[src/rtl/spi_reg_config.sv]
// ---------------------------------------------------------------------------
// spi_reg_config
// SPI (mode 0) write-only configuration port. Frames are 16 bits, MSB first:
//   bit15 = R/W (1 = write), bits14..8 = address, bits7..0 = data.
// Writes to addresses 0..MAX_ADDR land in five byte registers. Any other
// framed transaction is discarded and flagged on txn_err.
//
// Ports
//   clk              system clock, all logic on its rising edge
//   rst_n            asynchronous active-low reset
//   sclk, ncs, copi  raw SPI pins, asynchronous to clk
//   en_reg_out_7_0   reg 0x00  output enables 7..0
//   en_reg_out_15_8  reg 0x01  output enables 15..8
//   en_reg_pwm_7_0   reg 0x02  PWM select 7..0
//   en_reg_pwm_15_8  reg 0x03  PWM select 15..8
//   pwm_duty_cycle   reg 0x04  PWM duty
//   txn_ok           one-clk pulse when a write commits
//   txn_err          one-clk pulse when a framed transaction is discarded
// ---------------------------------------------------------------------------
module spi_reg_config #(
    parameter int         SYNC_STAGES = 2,
    parameter logic [6:0] MAX_ADDR    = 7'h04
) (
    input  logic       clk,
    input  logic       rst_n,
    input  logic       sclk,
    input  logic       ncs,
    input  logic       copi,
    output logic [7:0] en_reg_out_7_0,
    output logic [7:0] en_reg_out_15_8,
    output logic [7:0] en_reg_pwm_7_0,
    output logic [7:0] en_reg_pwm_15_8,
    output logic [7:0] pwm_duty_cycle,
    output logic       txn_ok,
    output logic       txn_err
);

    typedef enum logic [1:0] {
        IDLE    = 2'd0,
        SHIFT   = 2'd1,
        OVERRUN = 2'd2
    } state_t;

    logic [SYNC_STAGES-1:0] sclk_sync_q;
    logic [SYNC_STAGES-1:0] ncs_sync_q;
    logic [SYNC_STAGES-1:0] copi_sync_q;
    logic                   sclk_dly_q;
    logic                   ncs_dly_q;
    // Fills with ones after reset; edges count only once both the last
    // synchronizer stage and the delay flop hold real pin samples, so the
    // reset value of ncs (high) cannot fake a falling edge on release.
    logic [SYNC_STAGES:0]   valid_q;

    state_t      state_q;
    logic [4:0]  cnt_q;
    logic [15:0] shift_q;

    logic sclk_s, ncs_s, copi_s;
    logic edge_ok;
    logic sclk_rise, ncs_rise, ncs_fall;
    logic frame_good;

    assign sclk_s  = sclk_sync_q[SYNC_STAGES-1];
    assign ncs_s   = ncs_sync_q[SYNC_STAGES-1];
    assign copi_s  = copi_sync_q[SYNC_STAGES-1];
    assign edge_ok = valid_q[SYNC_STAGES];

    assign sclk_rise = edge_ok & sclk_s & ~sclk_dly_q & ~ncs_s;
    assign ncs_rise  = edge_ok & ncs_s & ~ncs_dly_q;
    assign ncs_fall  = edge_ok & ~ncs_s & ncs_dly_q;

    assign frame_good = (cnt_q == 5'd16) && shift_q[15] && (shift_q[14:8] <= MAX_ADDR);

    // NOTE: every flop in this design, synchronizers included, is assigned with
    // non-blocking (<=) so all state updates see the pre-edge values.
    always_ff @(posedge clk or negedge rst_n) begin
        if (!rst_n) begin
            sclk_sync_q <= '0;
            ncs_sync_q  <= '1;
            copi_sync_q <= '0;
            sclk_dly_q  <= 1'b0;
            ncs_dly_q   <= 1'b1;
            valid_q     <= '0;
        end else begin
            sclk_sync_q <= {sclk_sync_q[SYNC_STAGES-2:0], sclk};
            ncs_sync_q  <= {ncs_sync_q[SYNC_STAGES-2:0], ncs};
            copi_sync_q <= {copi_sync_q[SYNC_STAGES-2:0], copi};
            sclk_dly_q  <= sclk_s;
            ncs_dly_q   <= ncs_s;
            valid_q     <= {valid_q[SYNC_STAGES-1:0], 1'b1};
        end
    end

    // Frame FSM with registered pulse outputs and the register file.
    // NOTE: the config registers are few and visible outputs, so they are
    // reset explicitly rather than left to power-up values.
    always_ff @(posedge clk or negedge rst_n) begin
        if (!rst_n) begin
            state_q         <= IDLE;
            cnt_q           <= '0;
            shift_q         <= '0;
            txn_ok          <= 1'b0;
            txn_err         <= 1'b0;
            en_reg_out_7_0  <= '0;
            en_reg_out_15_8 <= '0;
            en_reg_pwm_7_0  <= '0;
            en_reg_pwm_15_8 <= '0;
            pwm_duty_cycle  <= '0;
        end else begin
            txn_ok  <= 1'b0;
            txn_err <= 1'b0;
            case (state_q)
                IDLE: begin
                    if (ncs_fall) begin
                        state_q <= SHIFT;
                        cnt_q   <= '0;
                        shift_q <= '0;
                    end
                end
                SHIFT: begin
                    // ncs rise has priority over a coincident sclk rise.
                    if (ncs_rise) begin
                        state_q <= IDLE;
                        if (frame_good) begin
                            txn_ok <= 1'b1;
                            case (shift_q[14:8])
                                7'h00:   en_reg_out_7_0  <= shift_q[7:0];
                                7'h01:   en_reg_out_15_8 <= shift_q[7:0];
                                7'h02:   en_reg_pwm_7_0  <= shift_q[7:0];
                                7'h03:   en_reg_pwm_15_8 <= shift_q[7:0];
                                7'h04:   pwm_duty_cycle  <= shift_q[7:0];
                                default: ;
                            endcase
                        end else if (cnt_q != 5'd0) begin
                            txn_err <= 1'b1;
                        end
                    end else if (sclk_rise) begin
                        if (cnt_q == 5'd16) begin
                            state_q <= OVERRUN;
                        end else begin
                            shift_q <= {shift_q[14:0], copi_s};
                            cnt_q   <= cnt_q + 5'd1;
                        end
                    end
                end
                OVERRUN: begin
                    if (ncs_rise) begin
                        state_q <= IDLE;
                        txn_err <= 1'b1;
                    end
                end
                default: state_q <= IDLE;
            endcase
        end
    end

endmodule
[config.mk]
export PLATFORM = sky130hd
export DESIGN_NAME = spi_reg_config
export DESIGN_NICKNAME = d
export VERILOG_FILES = /design/src/rtl/spi_reg_config.sv
export SDC_FILE = /design/constraint.sdc
export NUM_CORES = 1
export LEC_CHECK = 0
export CAP_MARGIN = 20
export CORE_MARGIN = 4
export CORE_UTILIZATION = 25
export DETAILED_ROUTE_END_ITERATION = 8
export GPL_TIMING_DRIVEN = 0
export MAX_ROUTING_LAYER = met4
export SLEW_MARGIN = 30
export SYNTH_ARGS = -nofsm -noshare
export SYNTH_HDL_FRONTEND = slang
export SYNTH_SLANG_ARGS = --single-unit
[constraint.sdc]
create_clock -name clk -period 5.4 [get_ports clk]
set_input_delay 1.08 -clock clk [delete_from_list [all_inputs] [get_ports clk]]
set_output_delay 1.08 -clock clk [all_outputs]
set_load 0.005 [all_outputs]
==> results.sh <==
export IMPL_period_minus_slack_ps=2530
export IMPL_fin_util=0.340
export IMPL_cts_htree_levels=3
export IMPL_root_buffer="clkbuf_16"
export IMPL_track_usage=0.104
export IMPL_worst_slew_pin_slew_ps=628
export IMPL_place_congestion=0.770
export IMPL_maxSlewViolCount=0
export IMPL_postSynthAreaPerCell_sq_um=12.9
export IMPL_fp_dieW_microns=120
export IMPL_die_y_microns=120
export IMPL_drt_initial_drc_count=100
export IMPL_dieArea_sq_um=14400
export IMPL_diodes=0
export IMPL_yosysUniqueCellTypes=40
export IMPL_numCtsBuffers=9
export IMPL_startpoint_type="flip-flop"
export IMPL_max_freq_mhz=396
export IMPL_max_slew_margin_rel=0.579
export IMPL_grt_max_degree=45
export IMPL_worstPathRequired_ps=5600
export IMPL_finalCritPeriodShare=0.468
export IMPL_grt_pass1_vias=2171
export IMPL_setup_violations=0
export IMPL_start_util=0.258
export IMPL_hold_class="reg2reg"
export IMPL_grt_setup_unrepaired="no"
export IMPL_crit_fanout=10
export IMPL_fin_skew_ps=6.42
export IMPL_firstDrtPassIters=4
export IMPL_grt_pass1_wl_microns=11300
export IMPL_holdBufCountCts=0
export IMPL_max_cap_violations=0
export IMPL_fin_hold_ws_ps=344
export IMPL_drcViolationCount=0
export IMPL_crit_type="reg2reg"
export IMPL_critPathBufInv=3
export IMPL_yosysSeqAreaShare=0.607
export IMPL_hpwl_microns=4510
export IMPL_grt_overflow=0
export IMPL_fin_setup_tns_ps=0
export IMPL_ys_ff_latch=76
export IMPL_regToRegSetupSlack_ps=2870
export IMPL_path_depth=8
export IMPL_clkLatencyLatePin_ps=340
export IMPL_syn_num_nets=253
export IMPL_ant_nets=0
export IMPL_port_buffers=46
export IMPL_cp_slowest_stage_delay_ps=510
export IMPL_nNetsFinal=311
export IMPL_crit_family="compound AO/OA/AOI/OAI gates"
export IMPL_netlist_area_sq_um=3140
export IMPL_fin_total_pwr_w=0.00150
export IMPL_finalHoldViolations=0
export IMPL_rows=40
export IMPL_core_area_sq_um=12200
export IMPL_vias=2109
export IMPL_r2r_cells=8
export IMPL_layout_drive_gt1_share=0.206
export IMPL_outcome="finished, final reports clean"
export IMPL_min_path_cells=0
export IMPL_cts_setup_buffers=0
export IMPL_cts_sinks=76
export IMPL_antenna_found_initial=0
export IMPL_power_density_nw_per_um2=362
export IMPL_wl_per_cell_microns=14.4
export IMPL_ys_warn_count=0
export IMPL_vdd_drop_max_mv=0.167
export IMPL_routed_via_density=4.45
export IMPL_slowest_stage="a211oi_1"
export IMPL_p_leak_nw=1.89
export IMPL_synthCells=243
export IMPL_crit_chain="inv_1 > ha_1 > and4b_1 > a211oi_1 > or2_2 > buf_2 > clkbuf_1 > o21ai_0"
export IMPL_drt_total_wl_microns=6850
export IMPL_cts_buffer_depth=2
export IMPL_num_io_pins=47
export IMPL_clk_pin_slew_ps=60
export IMPL_area_growth_synth_to_final_pct=31.6
export IMPL_crit_path_end_kind="flip-flop"
export IMPL_arrival_ps=2720
export IMPL_cts_resized=0
export IMPL_cts_tree="done"
registers in the layout, summed over array words and instances (netlist names), 3 cells and up:
signal,cells
en_reg_out_7_0,8
pwm_duty_cycle,8
en_reg_pwm_7_0,8
valid_q,3
cnt_q,5
shift_q,16
en_reg_out_15_8,8
en_reg_pwm_15_8,8
power breakdown:
part           internal, W  total (W)  switching (W)
Clock             0.000372   0.000604       0.000232
Combinational    0.0000801   0.000265       0.000185
Sequential        0.000598   0.000628      0.0000300
Total              0.00105    0.00150       0.000447
cell usage after synthesis:
library cell | number | area (sq um)
nand3_1 | 2 | 10.0
mux2_2 | 35 | 394
conb_1 | 1 | 3.75
a21boi_0 | 2 | 15.0
or4_1 | 2 | 15.0
a22oi_1 | 1 | 7.51
ha_1 | 5 | 62.6
a32o_1 | 1 | 10.0
nand2_2 | 1 | 6.26
nor4bb_1 | 1 | 10.0
dfstp_2 | 3 | 78.8
nor3_4 | 1 | 16.3
nand2_1 | 21 | 78.8
nor4b_1 | 2 | 17.5
nand3b_1 | 1 | 7.51
inv_1 | 8 | 30.0
nand3_2 | 1 | 10.0
nor3b_1 | 2 | 15.0
nand4b_4 | 2 | 47.6
o21ai_0 | 35 | 175
nand4b_1 | 1 | 8.76
nand4bb_1 | 2 | 22.5
buf_2 | 1 | 5.00
nand2b_1 | 2 | 12.5
a2bb2oi_1 | 1 | 8.76
or4b_1 | 1 | 10.0
o311ai_0 | 1 | 8.76
o21ai_1 | 3 | 15.0
mux2_1 | 5 | 56.3
o31ai_1 | 3 | 22.5
clkbuf_1 | 9 | 33.8
dfrtp_1 | 73 | 1830
nand4_4 | 1 | 21.3
or2_2 | 1 | 6.26
a21oi_1 | 3 | 15.0
nor2_1 | 4 | 15.0
a211oi_1 | 2 | 15.0
o211a_1 | 1 | 10.0
and4b_1 | 1 | 10.0
nor2b_1 | 1 | 6.26
cells in the final DEF (no fill, tap or decap), drive strengths merged, types with 4 or more instances in the layout:
| master | netlist | routed |
|---|---|---|
| dfrtp | 73 | 73 |
| o21ai | 38 | 38 |
| mux2 | 40 | 40 |
| clkdlybuf4s50 | 0 | 45 |
| nand2 | 22 | 22 |
| clkbuf | 9 | 20 |
| nor2 | 4 | 4 |
| inv | 8 | 9 |
| ha | 5 | 5 |
per-layer routing:
layer  part of all wire  vias to the layer above  track usage  routed length, microns
li1                   -                      991            -                       -
met4              0.024                        0       0.0580                     164
met1               0.46                     1057        0.133                    3180
met2               0.48                       51        0.154                    3260
met3              0.036                       10       0.0203                     244
met5                  0                        -            -                       0
area by class of cell:
cell class	instances	area, sq um
inverters	8	30.0
well taps	168	210
plain buffers	10	38.8
fillers	1212	8030
flip-flops and latches	76	1910
multi-input cells	149	1170
repair buffers	47	478
clock inverters	5	60.1
clock buffers	11	243
final timing paths:
path / start / endpoint
worst max-delay path: state_q[0] / shift_q[14]
worst min-delay path: valid_q[1] / valid_q[2]
worst max register to register: state_q[0] / shift_q[14]
worst min register to register: valid_q[1] / valid_q[2]
max in group asynchronous: rst_n / en_reg_pwm_7_0[6]
min in group asynchronous: rst_n / sclk_sync_q[1]
cell families after synthesis:
family / Yosys count / synth area share
adder cells (fa/ha/maj): 5 / 0.0199
multiplexers: 40 / 0.143
AND/OR/NAND/NOR: 50 / 0.110
other: 1 / 0.00119
buffers and inverters: 18 / 0.0219
flip-flops: 76 / 0.607
AO/OA/AOI/OAI: 53 / 0.0964
per-stage QoR:
step | worst slack [ps] | cells | area, sq um
floorplan | 3380 | 243 | 3140
global placement | 575 | 457 | 3810
detailed placement | 2900 | 458 | 3830
CTS | 2900 | 474 | 4130
global route | 2620 | 474 | 4130
finish | 2870 | 474 | 4130
Note: power is estimated with default switching activity, not from simulation.
